===== src/rtl/invader_march_ctrl.sv =====
// invader_march_ctrl: steps a single row of invaders left/right across the screen.
// The row descends and reverses at each edge. A hit removes one invader. The wave ends
// when every invader is destroyed (CLEARED) or the row reaches Y_LIMIT (LANDED).
// Optional macro INVADER_SPEEDUP_EN: the step interval shrinks as invaders are destroyed.
module invader_march_ctrl #(
   parameter int unsigned NUM_INVADERS    = 10,
   parameter int unsigned X_RANGE         = 100,
   parameter int unsigned Y_LIMIT         = 400,
   parameter int unsigned STEP_X          = 4,
   parameter int unsigned STEP_Y          = 16,
   parameter int unsigned FRAMES_PER_STEP = 30,
   parameter int unsigned MIN_FRAMES      = 4
) (
   input  logic                    clk65MHz,
   input  logic                    rst_n,
   input  logic                    frame_tick,
   input  logic                    start,
   input  logic                    hit_valid,
   input  logic [3:0]              hit_idx,
   output logic [9:0]              xpos,
   output logic [9:0]              ypos,
   output logic [NUM_INVADERS-1:0] invader_enable,
   output logic                    dir_left,
   output logic                    wave_cleared,
   output logic                    landed
);

   localparam int unsigned CW = $clog2(FRAMES_PER_STEP + 1);

   typedef enum logic [1:0] {StIdle, StMarch, StCleared, StLanded} state_t;

   state_t                  state;
   logic [CW-1:0]           frame_cnt;
   logic [CW-1:0]           interval;
   logic                    step_due;
   logic                    descend;
   logic                    dir_step;
   logic                    land_step;
   logic [10:0]             x_wide;
   logic [10:0]             y_wide;
   logic [10:0]             x_step;
   logic [10:0]             y_step;
   logic [NUM_INVADERS-1:0] hit_mask;
   logic [NUM_INVADERS-1:0] en_hit;

`ifdef INVADER_SPEEDUP_EN
   logic [4:0]  alive_sum;
   logic [4:0]  alive_count;
   logic [4:0]  dead;
   logic [11:0] dead2;

   // Population count of the alive mask.
   always_comb begin
      alive_sum = '0;
      for (int i = 0; i < NUM_INVADERS; i++) begin
         alive_sum = alive_sum + 5'(invader_enable[i]);
      end
   end

   // Register the count so the interval logic sees a stable, one-cycle-old value.
   always_ff @(posedge clk65MHz or negedge rst_n) begin
      if (!rst_n) begin
         alive_count <= '0;
      end else begin
         alive_count <= alive_sum;
      end
   end

   // Interval = max(MIN_FRAMES, FRAMES_PER_STEP - 2*dead), evaluated without underflow.
   always_comb begin
      dead  = 5'(NUM_INVADERS) - alive_count;
      dead2 = {6'd0, dead, 1'b0};
      if (12'(MIN_FRAMES) + dead2 >= 12'(FRAMES_PER_STEP)) begin
         interval = CW'(MIN_FRAMES);
      end else begin
         interval = CW'(12'(FRAMES_PER_STEP) - dead2);
      end
   end
`else
   assign interval = CW'(FRAMES_PER_STEP);
`endif

   // Candidate step and hit results; 11-bit arithmetic so the additions never wrap.
   always_comb begin
      // >= rather than == so that a shrinking interval cannot strand the counter above it
      step_due = frame_tick && (({1'b0, frame_cnt} + 1'b1) >= {1'b0, interval});
      x_wide   = {1'b0, xpos};
      y_wide   = {1'b0, ypos};
      x_step   = x_wide;
      descend  = 1'b0;
      if (!dir_left) begin
         if (x_wide + 11'(STEP_X) <= 11'(X_RANGE)) begin
            x_step = x_wide + 11'(STEP_X);
         end else begin
            descend = 1'b1;
         end
      end else begin
         if (x_wide >= 11'(STEP_X)) begin
            x_step = x_wide - 11'(STEP_X);
         end else begin
            descend = 1'b1;
         end
      end
      y_step    = descend ? (y_wide + 11'(STEP_Y)) : y_wide;
      dir_step  = descend ? ~dir_left : dir_left;
      land_step = descend && (y_step >= 11'(Y_LIMIT));
      hit_mask  = '0;
      if (hit_valid && ({1'b0, hit_idx} < 5'(NUM_INVADERS))) begin
         hit_mask = NUM_INVADERS'(1) << hit_idx;
      end
      en_hit = invader_enable & ~hit_mask;
   end

   // Wave FSM with registered position, mask and status outputs.
   always_ff @(posedge clk65MHz or negedge rst_n) begin
      if (!rst_n) begin
         state          <= StIdle;
         xpos           <= '0;
         ypos           <= '0;
         invader_enable <= '0;
         dir_left       <= 1'b0;
         wave_cleared   <= 1'b0;
         landed         <= 1'b0;
         frame_cnt      <= '0;
      end else begin
         case (state)
            StMarch: begin
               invader_enable <= en_hit;
               if (step_due) begin
                  frame_cnt <= '0;
                  xpos      <= x_step[9:0];
                  ypos      <= y_step[9:0];
                  dir_left  <= dir_step;
               end else if (frame_tick) begin
                  frame_cnt <= frame_cnt + 1'b1;
               end
               // Clearing the last invader wins over a simultaneous landing.
               if (en_hit == '0) begin
                  state        <= StCleared;
                  wave_cleared <= 1'b1;
               end else if (step_due && land_step) begin
                  state  <= StLanded;
                  landed <= 1'b1;
               end
            end
            default: begin
               if (start) begin
                  state          <= StMarch;
                  xpos           <= '0;
                  ypos           <= '0;
                  invader_enable <= '1;
                  dir_left       <= 1'b0;
                  wave_cleared   <= 1'b0;
                  landed         <= 1'b0;
                  frame_cnt      <= '0;
               end
            end
         endcase
      end
   end

endmodule


===== config.mk =====
export PLATFORM = sky130hd
export DESIGN_NAME = invader_march_ctrl
export DESIGN_NICKNAME = d
export VERILOG_FILES = /design/src/rtl/invader_march_ctrl.sv
export SDC_FILE = /design/constraint.sdc
export NUM_CORES = 1
export LEC_CHECK = 0
export ABC_AREA = 0
export BUFFER_PORTS_ARGS = -buffer_cell sky130_fd_sc_hd__buf_2
export CAP_MARGIN = 0
export CORE_UTILIZATION = 56
export DETAILED_ROUTE_END_ITERATION = 7
export GPL_TIMING_DRIVEN = 0
export HOLD_SLACK_MARGIN = 0.03
export PLACE_DENSITY = 0.8
export SETUP_SLACK_MARGIN = 0.2
export SLEW_MARGIN = 20
export SYNTH_ARGS = -nofsm -noshare
export SYNTH_HDL_FRONTEND = slang
export SYNTH_SLANG_ARGS = --single-unit

===== constraint.sdc =====
create_clock -name clk65MHz -period 2.89 [get_ports clk65MHz]
set_clock_uncertainty 0.1 [all_clocks]
set_input_delay 0.4335 -clock clk65MHz [delete_from_list [all_inputs] [get_ports clk65MHz]]
set_output_delay 0.4335 -clock clk65MHz [all_outputs]
set_load 0.03 [all_outputs]

==> key figures <==
Synthesis
  • Distinct cell type count after synthesis: a little over 60
  • Share of the synthesized area in the top cell type: 0.363
  • Average cell area after synthesis: 9.01 µm²
  • Post-synth EDFFs: 0
  • Mapped Cells: 260
  • Asr flop ratio synth: 1.00
  • Post-synthesis sequential area ratio: 0.363
  • Top FF cell, synth: dfrtp_1
  • Top area cells in the synthesized netlist: dfrtp_1 36%, ha_1 3.7%, o21ai_0 3.6%
  • YS warnings: 0
  • Cell area after synthesis: 2340 µm²
  • Leading area contributor after synthesis: dfrtp_1
  • Synth Register Bits: 34

Floorplan
  • Die width: 66.7 µm
  • DIE AREA: 4450 µm²
  • Total I/O pin count: 42
  • Die span in y: approximately 67 µm
  • Core Area: about 4000 µm²
  • Initial core utilization: 0.586
  • Number of core rows: 23

Min path
  • HP Class: primary input to asynchronous set/reset pin

CTS
  • CTS Sinks: 34
  • CTS tree: yes
  • Clk slew on worst S/H paths: 0.07 ns
  • Worst-Skew Late Latency: 0.29 ns
  • CTS Buf Count: 5
  • Clock root cell: clkbuf_8
  • CTS H-tree depth: 2
  • Clock buffer depth: 2

Setup path
  • CP required: 2.96 ns
  • Setup crit start kind: flop
  • CP max FO: 3
  • Critical path buffer and inverter count: 2
  • Setup CP Type: flop to flop
  • CP max stage cell: or4_4
  • Largest delay share family, worst path: simple AND/OR/NAND/NOR gates
  • Crit path cell chain: buf_6 > clkinvlp_4 > ha_2 > or4_4 > or3_4 > and3_4 > a211oi_2 > nand3b_1 > a32oi_1 > o31ai_1
  • CP max stage delay: ~0.43 ns
  • Arr. time, crit path: about 2.7 ns
  • Worst Setup End Kind: flop

Final layout
  • Most frequent cells in the layout: 36 x buf_2, 34 x dfrtp_1, 19 x nand2_1, 17 x nor2_1, 17 x o21ai_0
  • Share of cells above drive strength 1: 0.297
  • Final-stage net count: 328
  • Diode count: 0
  • Finished Layout Cells: 363
  • Post-Route Utilization: 0.718
  • Most common cell after layout, fill and taps aside: buf_2
  • Final instance area: ~2900 µm²
  • Layout area overhead: 22.5%

Power and ir drop
  • Int Power: 1.08 mW
  • Clock share of power: 0.198
  • Final Power: 1.87 mW
  • PD cells: 651 nW/µm²
  • Static leakage: 1.26 nW
  • Worst vdd ir: about 520 µV
  • Reg power frac: 0.387
  • Sw frac: 0.424
  • Switch Pwr: 0.792 mW
  • Logic gate share of total power: 0.415

Timing
  • Period utilization: 0.910
  • Final Setup Violations: 0
  • Final Worst Setup Slack: 0.261 ns
  • Highest attainable clock frequency: roughly 380 MHz
  • Final hold slack: 0.114 ns
  • Final period demand of the worst path: 2.63 ns
  • Worst-margin pin slew: 0.777 ns
  • Final TNS setup: 0 ns
  • Max-slew violations: 0
  • Final Hold Fails: 0
  • Unrepaired setup endpoints after global routing: yes
  • Max-slew headroom: 0.482

Placed design
  • Placed cell count: 348
  • Placed Instance Area: 2590 µm²
  • Placer Congestion: 0.812
  • Place WS: 0.165 ns
  • DP Wirelength: about 3.9 mm
  • Port bufs: 33

Drt
  • Drt drc: 0
  • Detailed Route Iter0 Violations: 290
  • WL/cell: roughly 16 µm
  • Total Wirelength: 5.77 mm
  • TritonRoute pass-1 iters: 4
  • Via count: 2303
  • Post-route ant nets: 0
  • Vias per cell: ~6.3

Global route
  • Grt total ovfl: 0
  • GRT Overall Usage: 0.262
  • Global-route wire length before repair: 8.75 mm
  • Largest net degree at the start of global routing: 35
  • Initial antenna violation count: 0
  • Number of global-route vias before repair: 1966

Status
  • Status: completed

Job
  • Max Cap Violations: 0
==> cell type report <==
class,instances,area [µm²]
buffer,20,125
clock buffer,7,86.3
clock inverter,1,5.00
fill,331,1130
inverter,7,30.0
multi-input combinational,204,1490
sequential,34,851
tap,50,62.6
timing repair buffer,40,218
==> logic make-up (layout without fill, tap and decap cells) <==
kind of cell,Yosys count,after routing,synth area share
xor+xnor,4,4,0.0150
buf+inv,27,75,0.0625
flops,34,34,0.363
fa+ha+maj,7,7,0.0374
simple gates,98,98,0.232
compound gates,78,78,0.240
mux,11,11,0.0486
other cells,1,6,0.00160
==> cells in the mapped netlist, drive strengths merged, types with 3 or more instances <==
| cell | n |
|---|---|
| nor2 | 18 |
| nand4 | 12 |
| mux2 | 3 |
| or3 | 3 |
| nand3b | 5 |
| mux2i | 8 |
| o22ai | 3 |
| buf | 13 |
| dfrtp | 34 |
| o21ai | 17 |
| a2111oi | 3 |
| nand2 | 20 |
| clkbuf | 7 |
| nand2b | 7 |
| o32a | 6 |
| nor3 | 6 |
| nand3 | 11 |
| a211oi | 3 |
| a21oi | 16 |
| a31oi | 9 |
| ha | 7 |
| and3 | 4 |
| inv | 7 |
==> what timing repair did <==
action	4_1_cts	5_1_grt
hold buffers	0	0
pin swaps	2	10
gates resized for setup	4	23
endpoints found under the setup margin	7	11
buffers inserted	2	5
==> path summary, 6_finish.rpt <==
check / from / end / slack, ns / cells past startpoint
max in group asynchronous: rst_n / invader_enable[2]$_DFFE_PN0N_ / 2.08 / 1
min in group clk65MHz: start / state[0]$_DFFE_PN0P_ / 0.39 / 3
worst max-delay path: xpos[3]$_DFFE_PN0P_ / state[1]$_DFFE_PN0P_ / 0.26 / 10
worst max register to register: xpos[3]$_DFFE_PN0P_ / state[1]$_DFFE_PN0P_ / 0.26 / 10
worst min register to register: landed$_DFFE_PN0P_ / landed$_DFFE_PN0P_ / 0.41 / 2
worst min-delay path: rst_n / xpos[6]$_DFFE_PN0P_ / 0.11 / 1
==> power groups by stage <==
stage / Sequential [mW] / Clock [mW] / Combinational [mW]
after floorplan: 0.871 / 0 / 0.375
after global placement: 0.718 / 0 / 0.705
after detailed placement: 0.724 / 0 / 0.725
after CTS: 0.717 / 0.380 / 0.742
after global routing: 0.739 / 0.396 / 0.856
final: 0.723 / 0.371 / 0.775
==> per-layer routing <==
| metal | routed length (µm) | global-route usage | vias up |
|---|---|---|---|
| li1 | - | - | 1074 |
| met1 | 2470 | 0.324 | 1124 |
| met2 | 2820 | 0.448 | 89 |
| met3 | 341 | 0.0514 | 16 |
| met4 | 143 | 0.0931 | 0 |
| met5 | 0 | 0 | - |
==> registers in the layout, summed over array words and instances (netlist names) <==
register,count
invader_enable,10
xpos,8
ypos,6
frame_cnt,5
state,2
dir_left,1
landed,1
wave_cleared,1
Note: power is estimated with default switching activity, not from simulation.
